**src/rtl/spm_dma_pkg.sv**
```systemverilog
// spm_dma_pkg: shared widths, direction constants and FSM state encoding for spm_dma
package spm_dma_pkg;
   localparam int BUS_ADDR_W = 30;
   localparam int DATA_W     = 32;
   localparam int SPM_ADDR_W = 12;
   localparam int CNT_W      = SPM_ADDR_W + 1;
   localparam logic DIR_BUS2SPM = 1'b0;
   localparam logic DIR_SPM2BUS = 1'b1;
   localparam logic BUS_READ    = 1'b1;
   typedef enum logic [2:0] {
      ST_IDLE,
      ST_REQ,
      ST_SPM_RD,
      ST_SPM_CAP,
      ST_BUS_ACC,
      ST_SPM_WR,
      ST_ADV,
      ST_DONE
   } state_e;
endpackage

```
**src/rtl/spm_dma.sv**
```systemverilog
// spm_dma: block copy engine between the system bus and SPM port B, one word at a time
module spm_dma
   import spm_dma_pkg::*;
(
   input  logic                  clk,
   input  logic                  reset,
   input  logic                  start,
   input  logic                  dir,
   input  logic [BUS_ADDR_W-1:0] bus_base,
   input  logic [SPM_ADDR_W-1:0] spm_base,
   input  logic [CNT_W-1:0]      count,
   input  logic                  abort,
   output logic                  busy,
   output logic                  done,
   output logic                  aborted,
   output logic [CNT_W-1:0]      remaining,
   output logic                  bus_req_,
   input  logic                  bus_grnt_,
   output logic                  bus_as_,
   output logic                  bus_rw,
   output logic [BUS_ADDR_W-1:0] bus_addr,
   output logic [DATA_W-1:0]     bus_wr_data,
   input  logic [DATA_W-1:0]     bus_rd_data,
   input  logic                  bus_rdy_,
   output logic [SPM_ADDR_W-1:0] spm_addr,
   output logic                  spm_we,
   output logic [DATA_W-1:0]     spm_wr_data,
   input  logic [DATA_W-1:0]     spm_rd_data
);
   state_e                state_q, state_d;
   logic                  dir_q, dir_d;
   logic [BUS_ADDR_W-1:0] bus_ptr_q, bus_ptr_d;
   logic [SPM_ADDR_W-1:0] spm_ptr_q, spm_ptr_d;
   logic [CNT_W-1:0]      rem_q, rem_d;
   logic                  abort_q, abort_d;
   logic                  aborted_q, aborted_d;
   logic [DATA_W-1:0]     bus_wr_data_q, bus_wr_data_d;
   logic [DATA_W-1:0]     spm_wr_data_q, spm_wr_data_d;

   assign busy        = (state_q != ST_IDLE) && (state_q != ST_DONE);
   assign done        = state_q == ST_DONE;
   assign aborted     = aborted_q;
   assign remaining   = rem_q;
   assign bus_req_    = ~busy;
   assign bus_as_     = state_q != ST_BUS_ACC;
   assign bus_rw      = (state_q == ST_BUS_ACC) ? ~dir_q : BUS_READ;
   assign bus_addr    = bus_ptr_q;
   assign bus_wr_data = bus_wr_data_q;
   assign spm_addr    = spm_ptr_q;
   assign spm_we      = state_q == ST_SPM_WR;
   assign spm_wr_data = spm_wr_data_q;

   // next state, pointer/count updates and data capture for the per-word sequence
   always_comb begin
      state_d       = state_q;
      dir_d         = dir_q;
      bus_ptr_d     = bus_ptr_q;
      spm_ptr_d     = spm_ptr_q;
      rem_d         = rem_q;
      abort_d       = abort_q | (busy & abort);
      aborted_d     = aborted_q;
      bus_wr_data_d = bus_wr_data_q;
      spm_wr_data_d = spm_wr_data_q;
      case (state_q)
         ST_IDLE: if (start) begin
            dir_d     = dir;
            bus_ptr_d = bus_base;
            spm_ptr_d = spm_base;
            rem_d     = count;
            abort_d   = 1'b0;
            aborted_d = 1'b0;
            state_d   = (count == '0) ? ST_DONE : ST_REQ;
         end
         ST_REQ: if (!bus_grnt_) state_d = (dir_q == DIR_SPM2BUS) ? ST_SPM_RD : ST_BUS_ACC;
         ST_SPM_RD: state_d = ST_SPM_CAP;
         ST_SPM_CAP: begin
            bus_wr_data_d = spm_rd_data;
            state_d       = ST_BUS_ACC;
         end
         ST_BUS_ACC: if (!bus_rdy_) begin
            spm_wr_data_d = (dir_q == DIR_BUS2SPM) ? bus_rd_data : spm_wr_data_q;
            state_d       = (dir_q == DIR_SPM2BUS) ? ST_ADV : ST_SPM_WR;
         end
         ST_SPM_WR: state_d = ST_ADV;
         ST_ADV: begin
            bus_ptr_d = bus_ptr_q + 1'b1;
            spm_ptr_d = spm_ptr_q + 1'b1;
            rem_d     = rem_q - 1'b1;
            if (rem_d == '0 || abort_q || abort) begin
               aborted_d = rem_d != '0;
               state_d   = ST_DONE;
            end else begin
               state_d = (dir_q == DIR_SPM2BUS) ? ST_SPM_RD : ST_BUS_ACC;
            end
         end
         ST_DONE: state_d = ST_IDLE;
         default: state_d = ST_IDLE;
      endcase
   end

   // state and datapath registers, cleared asynchronously so the bus is released at once
   always_ff @(posedge clk or negedge reset) begin
      if (!reset) begin
         state_q       <= ST_IDLE;
         dir_q         <= DIR_BUS2SPM;
         bus_ptr_q     <= '0;
         spm_ptr_q     <= '0;
         rem_q         <= '0;
         abort_q       <= 1'b0;
         aborted_q     <= 1'b0;
         bus_wr_data_q <= '0;
         spm_wr_data_q <= '0;
      end else begin
         state_q       <= state_d;
         dir_q         <= dir_d;
         bus_ptr_q     <= bus_ptr_d;
         spm_ptr_q     <= spm_ptr_d;
         rem_q         <= rem_d;
         abort_q       <= abort_d;
         aborted_q     <= aborted_d;
         bus_wr_data_q <= bus_wr_data_d;
         spm_wr_data_q <= spm_wr_data_d;
      end
   end
endmodule

```
**config.mk**
```make
export PLATFORM = sky130hd
export DESIGN_NAME = spm_dma
export DESIGN_NICKNAME = d
export VERILOG_FILES = /design/src/rtl/spm_dma_pkg.sv /design/src/rtl/spm_dma.sv
export SDC_FILE = /design/constraint.sdc
export NUM_CORES = 1
export LEC_CHECK = 0
export ABC_CLOCK_PERIOD_IN_PS = 2400
export CAP_MARGIN = 25
export CORE_MARGIN = 2
export CORE_UTILIZATION = 40
export CTS_BUF_LIST = sky130_fd_sc_hd__clkbuf_8
export DETAILED_ROUTE_END_ITERATION = 10
export GPL_TIMING_DRIVEN = 0
export PLACE_DENSITY = 0.78
export SYNTH_ARGS = -nofsm -noshare
export SYNTH_HDL_FRONTEND = slang
export SYNTH_SLANG_ARGS = --single-unit
```
**constraint.sdc**
```tcl
create_clock -name clk -period 2.4 [get_ports clk]
set_input_delay 0.24 -clock clk [delete_from_list [all_inputs] [get_ports clk]]
set_output_delay 0.24 -clock clk [all_outputs]
set_load 0.02 [all_outputs]
```
==> qor.yml, run 1 <==
fp.coreArea_um2: 15100
dr.pass1.iters: 6
required_ns: 2.72
synthCells: 576
synth_enable_flop_cells: 0
numCtsBuffers: 17
r2r_start: "remaining[0]"
post-route-period-util_pct: 94.8
num-nets-final: 978
yosysTopAreaCellShare_pct: 50.8
cts-htree-levels: 4
synth_ff_type: "dfrtp_1"
grt_util_all_layers_pct: 25.4
io_pins: 252
cp-start-kind: "flip-flop"
clk_pin_slew_ns: 0.08
peakVddDrop_mv: 0.648
hold_path.class: "input port to async pin"
antenna_found_initial: 0
ant_nets: 0
initial_core_util_pct: 40.8
crit_end: "remaining[12]"
post-place-ws_ns: -0.452
timing.hold.ws_ns: 0.328
cap_violations: 0
gp_congestion: 0.880
viasPerCell: 5.62
synth.area.top_cells: "dfrtp_1 51%, mux2_2 6.2%, mux2_1 5.5%"
ys_types: 65
die_y_um: 128
route.detailed.drc: 0
critical_path_class: "flip-flop to flip-flop"
worstPathMaxFanout: 9
num_vias: 5897
crit_arrival_ns: 2.60
post_drt_wl_per_cell_um: 19.8
p_leak_nw: 3.82
hpwl_um: 15300
die_area_um2: 16400
root_buffer: "clkbuf_8"
cts_setup_buffers: 0
globalRouteOverflowTotal: 0
p_per_area_nw_per_um2: 1390
finalClockSkew_ns: 0.00867
power_mw: 13.1
dp_cells: 1016
cts_tree: "yes"
async_reset_ff_share_pct: 100
ys_ff_latch: 125
worstMarginPinSlew_ns: 0.787
critical_path.startpoint: "remaining[0]"
finalHoldViolCount: 0
maxSlewHeadroom_pct: 47.1
worstReg2RegEnd: "remaining[12]"
rows: 45
synthTopCellsByCount: "125 x dfrtp_1, 49 x nand2_1, 40 x nor2_1"
clk_latency_ns: 0.44
ctsLongestPathBuffers: 2
antenna_cells: 0
ys_seq_area_share_pct: 50.8
grt_max_degree: 68
finalSetupViolCount: 0
end_kind: "flip-flop"
max_freq_ghz: 0.439
fin_crit_ns: 2.28
rr_worst_depth: 6
yosysTopAreaCell: "dfrtp_1"
die_x_um: 128
rsz0062_at_grt: "no"
status: "complete, no violations"
finalCoreUtilization_pct: 62.8
grt_pass1_wl_um: 31700
layout-drive-gt1-share_pct: 13.1
grt_pass1_vias: 5729
slew_violations: 0
worst_slack_ns: 0.124
ys_warn_count: 0
wl_um: 20800
fin_cells: 1049
regToRegSetupSlack_ns: 0.12
syn_avg_cell_area_um2: 10.7
syn-cell-area_um2: 6150
synth.most_common_cell: "dfrtp_1"
cts.sinks: 125
syn_to_final_growth_pct: 54.0
synth_fp_nets: 706
numPortBuffers: 251
drt_first_iter_violations: 540
timing repair:
action                                  4_1_cts  5_1_grt
endpoints found under the hold margin        58        0
endpoints found under the setup margin       35       13
pin swaps                                     0        1
resized for setup                            18        9
hold buffers                                  1        0
state kept, by name (all words and copies together), names as in the netlist:
name and cells:
aborted 1, spm_wr_data 32, abort_q 1, bus_wr_data 32, spm_addr 12, state_q 3, dir_q 1, bus_addr 30
remaining 13
cell type report:
| type | instances | area [um^2] |
|---|---|---|
| multi-input cells | 399 | 2820 |
| clock inverters | 13 | 210 |
| flip-flops and latches | 125 | 3130 |
| repair buffers | 253 | 2550 |
| plain buffers | 37 | 213 |
| clock buffers | 19 | 262 |
| fillers | 1201 | 5620 |
| inverters | 15 | 56.3 |
| well taps | 188 | 235 |
kinds of logic (layout without fill, tap and decap cells):
logic type                 count (synthesis)  count (layout)  share of synthesized area [%]
muxes                                     66              66                           12.0
DFF                                      125             125                           50.8
adders and majority gates                  4               4                          0.814
buffers and inverters                     52             337                           4.15
xor gates and xnor gates                   1               1                          0.142
AOI/OAI and AO/OA                        125             125                           14.3
and+or+nand+nor                          203             203                           17.7
critical path, stage by stage (launching register included):
cell and delay, ns:
dfrtp_2 0.48, inv_1 0.16, ha_4 0.18, or3b_4 0.42, or4_1 0.43, a21o_1 0.19
a221o_1 0.30
where the power goes:
group          total, mW  internal [mW]  switching (mW)
Sequential          4.12           3.15           0.965
Clock               2.22           1.30           0.917
Combinational       6.80           3.26            3.54
layout by cell type (no fill, tap or decap), types with 9 or more instances in the layout:
cell type	netlist	routed
a211oi_1	14	14
a21oi_1	26	26
buf_2	8	9
clkbuf_1	18	12
clkbuf_8	2	21
clkdlybuf4s50_1	0	247
dfrtp_1	125	123
inv_1	14	15
mux2_1	30	30
mux2_2	34	34
nand2_1	49	48
nand3_1	16	16
nand4_1	12	12
nor2_1	40	39
nor3_1	25	23
nor4_1	12	12
o211ai_1	10	10
o21ai_0	20	20
per-stage QoR:
stage	setup TNS (ns)	cell area [um^2]
finish	0	9470
global route	0	9470
global placement	-507.52	8900
CTS	0	9440
floorplan	0	6150
detailed placement	-11.40	8930
routing by layer:
layer	GRT usage (%)	vias to the layer above	part of all wire [%]
met5	0	-	0
met4	11.2	0	2.6
met3	8.89	45	11
met2	41.9	302	48
met1	30.1	2835	39
li1	-	2715	-
how the worst min path moves through the flow:
| stage | start | endpoint | slack (ns) | cells past startpoint |
|---|---|---|---|---|
| after floorplan | reset | abort_q | -0.06 | 0 |
| after global placement | spm_wr_data[7] | spm_wr_data[7] | 0.47 | 1 |
| after detailed placement | reset | spm_wr_data[24] | 0.25 | 1 |
| after CTS | dir | dir_q | 0.31 | 3 |
| after global routing | dir | dir_q | 0.33 | 3 |
| final | reset | spm_wr_data[24] | 0.33 | 2 |
Note: power is estimated with default switching activity, not from simulation.
==> run 2: changes to the inputs <==
--- a/config.mk
+++ b/config.mk
@@ -12,7 +12,7 @@
 export CTS_BUF_LIST = sky130_fd_sc_hd__clkbuf_8
 export DETAILED_ROUTE_END_ITERATION = 10
 export GPL_TIMING_DRIVEN = 0
-export PLACE_DENSITY = 0.78
+export PLACE_DENSITY = 0.79
 export SYNTH_ARGS = -nofsm -noshare
 export SYNTH_HDL_FRONTEND = slang
 export SYNTH_SLANG_ARGS = --single-unit
==> run 2 against run 1 <==
  * Sequential share of layout area hardly changed
  * Critical endpoint unchanged
  * Worst setup slack got worse by 0.031 ns
  * Critical path type unchanged
  * Wire length fell by 2.1%
==> qor.yml, run 2 (synthesis gave the netlist of run 1 again) <==
cap_violations: 0  # unchanged
sw_frac_of_total_pct: 40.8  # -0.43 points
post-place-ws_ns: -0.369  # +0.0830 ns
die_x_um: 128  # unchanged
path_buf_inv: 1  # unchanged
finalHoldViolCount: 0  # unchanged
max_freq_ghz: 0.433  # -1.4%
initial_core_util_pct: 40.8  # unchanged
rsz0062_at_grt: "no"
root_buffer: "clkbuf_8"
num_vias: 5898  # +0.017%
drt_first_iter_violations: 416  # -23%
fp.coreArea_um2: 15100  # unchanged
status: "complete, no violations"
critPathMaxStageDelay_ns: 0.47  # about the same
ant_nets: 0  # unchanged
slowest_stage: "dfrtp_2"
fin_crit_ns: 2.31  # +0.0314 ns
p_per_area_nw_per_um2: 1380  # -0.46%
antenna_found_initial: 0  # unchanged
post_drt_wl_per_cell_um: 19.4  # -2.2%
cts.sinks: 125  # unchanged
cp-start-kind: "flip-flop"
clk_latency_ns: 0.44  # about the same
end_kind: "flip-flop"
syn_to_final_growth_pct: 54.1  # about the same
ctsLongestPathBuffers: 2  # unchanged
numPortBuffers: 251  # unchanged
maxSlewHeadroom_pct: 48.8  # +1.7 points
grt_util_all_layers_pct: 24.8  # -0.66 points
cts_tree: "yes"
slew_violations: 0  # unchanged
antenna_cells: 0  # unchanged
globalRouteOverflowTotal: 0  # unchanged
seqPwrFrac_pct: 31.6  # +0.3 points
io_pins: 252  # unchanged
grt_pass1_vias: 5745  # +0.28%
post-route-period-util_pct: 96.1  # +1.3 points
worst_slack_ns: 0.0928  # -0.0314 ns
viasPerCell: 5.62  # about the same
cts-htree-levels: 4  # unchanged
die_y_um: 128  # unchanged
finalClockSkew_ns: 0.0127  # +0.00399 ns
peakVddDrop_mv: 0.690  # +6.4%
most-common-layout-cells: "247 x clkdlybuf4s50_1, 123 x dfrtp_1, 49 x nand2_1"
switchingPower_mw: 5.34  # -1.5%
path_cells: "inv_1 > ha_2 > or3b_4 > or4_4 > a21o_1 > a221o_1"
critical_path_class: "flip-flop to flip-flop"
gp_congestion: 0.913  # +3.7%
grt_max_degree: 83  # +22%
required_ns: 2.71  # about the same
numCtsBuffers: 17  # unchanged
die_area_um2: 16400  # unchanged
layout-drive-gt1-share_pct: 13.0  # -0.13 points
clk_pin_slew_ns: 0.08  # about the same
crit_arrival_ns: 2.62  # +0.02 ns
critPathTopFamily: "simple AND/OR/NAND/NOR gates"
num-nets-final: 979  # +0.10%
grt_pass1_wl_um: 31000  # -2.2%
hold_path.class: "input port to async pin"
timing.hold.ws_ns: 0.292  # -0.0355 ns
dr.pass1.iters: 8  # +2
hpwl_um: 15100  # -1.3%
pwr-share-comb_pct: 51.8  # about the same
wl_um: 20400  # -2.1%
route.detailed.drc: 0  # unchanged
worstMarginPinSlew_ns: 0.762  # -0.0251 ns
worstPathMaxFanout: 8  # -1
internal_power_mw: 7.74  # +0.31%
p_clk_share_pct: 16.6  # -0.3 points
p_leak_nw: 3.82  # +0.15%
layout_commonest_cell: "clkdlybuf4s50_1"
rows: 45  # unchanged
finalSetupViolCount: 0  # unchanged
==> run 2: through the flow <==
stage / setup TNS [ns] / cell area (um^2) / util, % / cells / total power [mW]
2_1_floorplan: 0 / 6150 / - / 576 / 7.57
3_3_place_gp: -505.32 / 8900 / 59.0 / 1015 / 10.7
3_5_place_dp: -8.98 / 8930 / 59.2 / 1016 / 10.9
4_1_cts: 0 / 9450 / 62.6 / 1050 / 13.1
5_1_grt: 0 / 9480 / 62.8 / 1050 / 13.8
6_report: 0 / 9480 / 62.8 / 1050 / 13.1
==> run 2: path summary, 6_finish.rpt <==
path | startpoint | endpoint | slack (ns) | cells after the start
max | remaining[1] | remaining[12] | 0.09 | 6
min | reset | bus_addr[22] | 0.29 | 2
max reg2reg | remaining[1] | remaining[12] | 0.09 | 6
min reg2reg | spm_wr_data[17] | spm_wr_data[17] | 0.49 | 1
max in group asynchronous | reset | remaining[12] | 1.33 | 3
min in group clk | dir | dir_q | 0.33 | 3
==> run 2: worst reg2reg max path, stage by stage (launching register included) <==
cell     delay (ns)
dfrtp_2        0.47
inv_1          0.13
ha_2           0.25
or3b_4         0.43
or4_4          0.44
a21o_1         0.19
a221o_1        0.28
==> run 2: area by class of cell <==
| type | instances | area [um^2] |
|---|---|---|
| Buffer | 37 | 215 |
| Clock buffer | 20 | 275 |
| Clock inverter | 12 | 193 |
| Fill cell | 1265 | 5610 |
| Inverter | 15 | 56.3 |
| Multi-Input combinational cell | 399 | 2810 |
| Sequential cell | 125 | 3130 |
| Tap cell | 188 | 235 |
| Timing Repair Buffer | 254 | 2560 |
==> run 2: repair_timing <==
item,in CTS,in global routing
pin swaps,0,1
buffers inserted,1,0
endpoints found under the hold margin,43,0
hold buffers,1,0
resized for setup,17,9
gates cloned,0,0
setup endpoints to repair,35,10
==> run 2: power by group through the flow <==
stage | clock (mW) | combinational, mW | sequential, mW
6_report | 2.17 | 6.78 | 4.13
3_3_place_gp | 0 | 6.60 | 4.10
3_5_place_dp | 0 | 6.71 | 4.15
4_1_cts | 2.22 | 6.78 | 4.12
2_1_floorplan | 0 | 2.40 | 5.17
5_1_grt | 2.31 | 7.25 | 4.29
==> run 2: metal layers <==
| metal | vias to the layer above | global-route usage (%) | part of all wire (%) |
|---|---|---|---|
| li1 | 2711 | - | - |
| met4 | 0 | 8.21 | 1.6 |
| met2 | 316 | 42.1 | 49 |
| met3 | 30 | 7.55 | 8.9 |
| met5 | - | 0 | 0 |
| met1 | 2841 | 30.0 | 41 |
==> run 3: changes to the inputs <==
--- a/config.mk
+++ b/config.mk
@@ -13,6 +13,8 @@
 export DETAILED_ROUTE_END_ITERATION = 10
 export GPL_TIMING_DRIVEN = 0
 export PLACE_DENSITY = 0.79
+export RECOVER_POWER = 100
+export SETUP_SLACK_MARGIN = 0.5
 export SYNTH_ARGS = -nofsm -noshare
 export SYNTH_HDL_FRONTEND = slang
 export SYNTH_SLANG_ARGS = --single-unit
==> run 3 against run 2 <==
  * Clock-buffer cell count down 2
  * Critical path depth grew 3
  * Final cell count grew 6.9%
  * Utilization grew 5.6 points
  * Combinational power rose by 12%
  * Die area unchanged
  * Sequential share of layout area is 2.5 points lower
  * Critical endpoint is now state_q[1]
  * Worst setup slack better by 0.087 ns
  * First-iteration DRC count shrank 7.5%
  * Cell area up 8.9%
==> qor.yml, run 3 (synthesis gave the netlist of run 1 again) <==
status: "complete, no violations"
grt_pass1_wl_um: 31800  # +2.3%
cap_violations: 0  # unchanged
globalRouteOverflowTotal: 0  # unchanged
die_area_um2: 16400  # unchanged
layout_commonest_cell: "clkdlybuf4s50_1"
clk_pin_slew_ns: 0.08  # about the same
p_clk_share_pct: 15.6  # -1.0 points
pwr-share-comb_pct: 55.0  # +3.2 points
rr_worst_depth: 9  # +3
critical_path_class: "flip-flop to flip-flop"
sw_frac_of_total_pct: 41.2  # +0.37 points
cts.sinks: 125  # unchanged
slew_violations: 0  # unchanged
switchingPower_mw: 5.71  # +6.8%
initial_core_util_pct: 40.8  # unchanged
ant_nets: 0  # unchanged
rsz0062_at_grt: "yes"
dpl-instance-area_um2: 8980  # +0.55%
seq_area_um2: 3150  # +0.60%
io_pins: 252  # unchanged
die_x_um: 128  # unchanged
cts-htree-levels: 4  # unchanged
numCtsBuffers: 17  # unchanged
multiInputGateArea_um2: 3060  # +8.7%
r2r_start: "remaining[2]"
viasPerCell: 5.48  # -2.4%
numPortBuffers: 251  # unchanged
end_kind: "flip-flop"
finalHoldViolCount: 0  # unchanged
worstReg2RegEnd: "state_q[1]"
ctsLongestPathBuffers: 2  # unchanged
most-common-layout-cells: "124 x clkdlybuf4s50_1, 119 x dlygate4sd3_1, 108 x dfrtp_1"
grt_util_all_layers_pct: 25.1  # +0.33 points
fin_cells: 1122  # +6.9%
hold_path.class: "input port to async pin"
route.detailed.drc: 0  # unchanged
cp-start-kind: "flip-flop"
fillCellCount: 1158  # -8.5%
peakVddDrop_mv: 0.752  # +9.1%
root_buffer: "clkbuf_8"
required_ns: 2.71  # about the same
hpwl_um: 14600  # -3.7%
post_drt_wl_per_cell_um: 19.6  # +0.85%
stdcell_area_um2: 10300  # +8.9%
grt_max_degree: 97  # +17%
crit_arrival_ns: 2.53  # -0.09 ns
num_vias: 6150  # +4.3%
seqPwrFrac_pct: 29.3  # -2.3 points
grt_pass1_vias: 5884  # +2.4%
post-route-period-util_pct: 92.5  # -3.6 points
fp.coreArea_um2: 15100  # unchanged
die_y_um: 128  # unchanged
finalSetupViolCount: 0  # unchanged
drt_first_iter_violations: 385  # -7.5%
regToRegSetupSlack_ns: 0.18  # +0.09 ns
finalClockSkew_ns: 0.0127  # +0.0000842 ns
layout-drive-gt1-share_pct: 25.5  # +13 points
worstPathMaxFanout: 4  # -4
p_per_area_nw_per_um2: 1340  # -2.8%
cts_tree: "yes"
internal_power_mw: 8.14  # +5.2%
dp_cells: 1016  # unchanged
wl_um: 22000  # +7.8%
p_leak_nw: 4.29  # +12%
worstMarginPinSlew_ns: 1.30  # +0.541 ns
dr.pass1.iters: 7  # -1
rows: 45  # unchanged
antenna_found_initial: 1  # +1
max_freq_ghz: 0.450  # +3.9%
gp_congestion: 0.875  # -4.1%
syn_to_final_growth_pct: 67.8
clk_latency_ns: 0.44  # about the same
num-nets-final: 1051  # +7.4%
maxSlewHeadroom_pct: 13.1  # -36 points
fin_crit_ns: 2.22  # -0.0867 ns
-- run 3: cell type report --
cell class	instances	area share, %
inverter	15	0.545
antenna	1	0.0242
clock inverter	13	2.08
multi-input combinational	399	29.6
sequential	125	30.5
buffer	37	2.85
tap	188	2.28
timing repair buffer	326	29.7
clock buffer	18	2.40
-- run 3: power by group through the flow --
stage                     clock [mW]  combinational [mW]  sequential (mW)
after global placement             0                6.61             4.11
final                           2.16                7.62             4.06
after CTS                       2.20                7.53             4.04
after global routing            2.31                8.14             4.20
after detailed placement           0                6.69             4.15
after floorplan                    0                2.42             5.21
-- run 3: how the worst max path moves through the flow --
stage | start | end | slack [ns] | cells after the start
finish | remaining[2] | state_q[1] | 0.18 | 9
global route | state_q[1] | spm_wr_data[19] | 0.09 | 8
CTS | remaining[2] | aborted | 0.16 | 7
detailed placement | state_q[1] | remaining[11] | -0.42 | 7
global placement | reset | remaining[2] | -4.48 | 1
floorplan | remaining[2] | aborted | 0.19 | 7
-- run 3: repair_timing --
item | in CTS | in global routing
gates resized for setup | 98 | 98
hold buffers | 1 | 0
endpoints found under the hold margin | 29 | 0
setup endpoints to repair | 128 | 80
cloned | 0 | 3
buffers inserted | 40 | 30
pin swaps | 8 | 23
-- run 3: worst max-delay path: stages (launching register included) --
cell	delay [ns]
dfrtp_2	0.41
buf_6	0.12
or4_4	0.50
buf_6	0.14
buf_4	0.13
a211oi_2	0.21
nor3_2	0.08
o2111ai_4	0.25
clkbuf_1	0.17
a21oi_1	0.09
-- run 3: per-stage QoR --
stage | power (mW) | hold slack, ns | utilization (%) | setup TNS (ns) | setup WS (ns)
after floorplan | 7.64 | -0.0556 | - | 0 | 0.195
after global placement | 10.7 | 0.472 | 59.3 | -517.54 | -4.48
after detailed placement | 10.8 | 0.142 | 59.5 | -10.35 | -0.422
after CTS | 13.8 | 0.224 | 66.4 | 0 | 0.156
after global routing | 14.6 | 0.224 | 68.4 | 0 | 0.0876
final | 13.8 | 0.229 | 68.4 | 0 | 0.179
-- run 3: per-layer routing --
layer | routed length [um] | up-vias | GRT usage, %
met5 | 0 | - | 0
met4 | 502 | 0 | 8.27
met3 | 1980 | 39 | 8.97
met2 | 10700 | 281 | 41.6
met1 | 8820 | 2967 | 30.5
li1 | - | 2863 | -
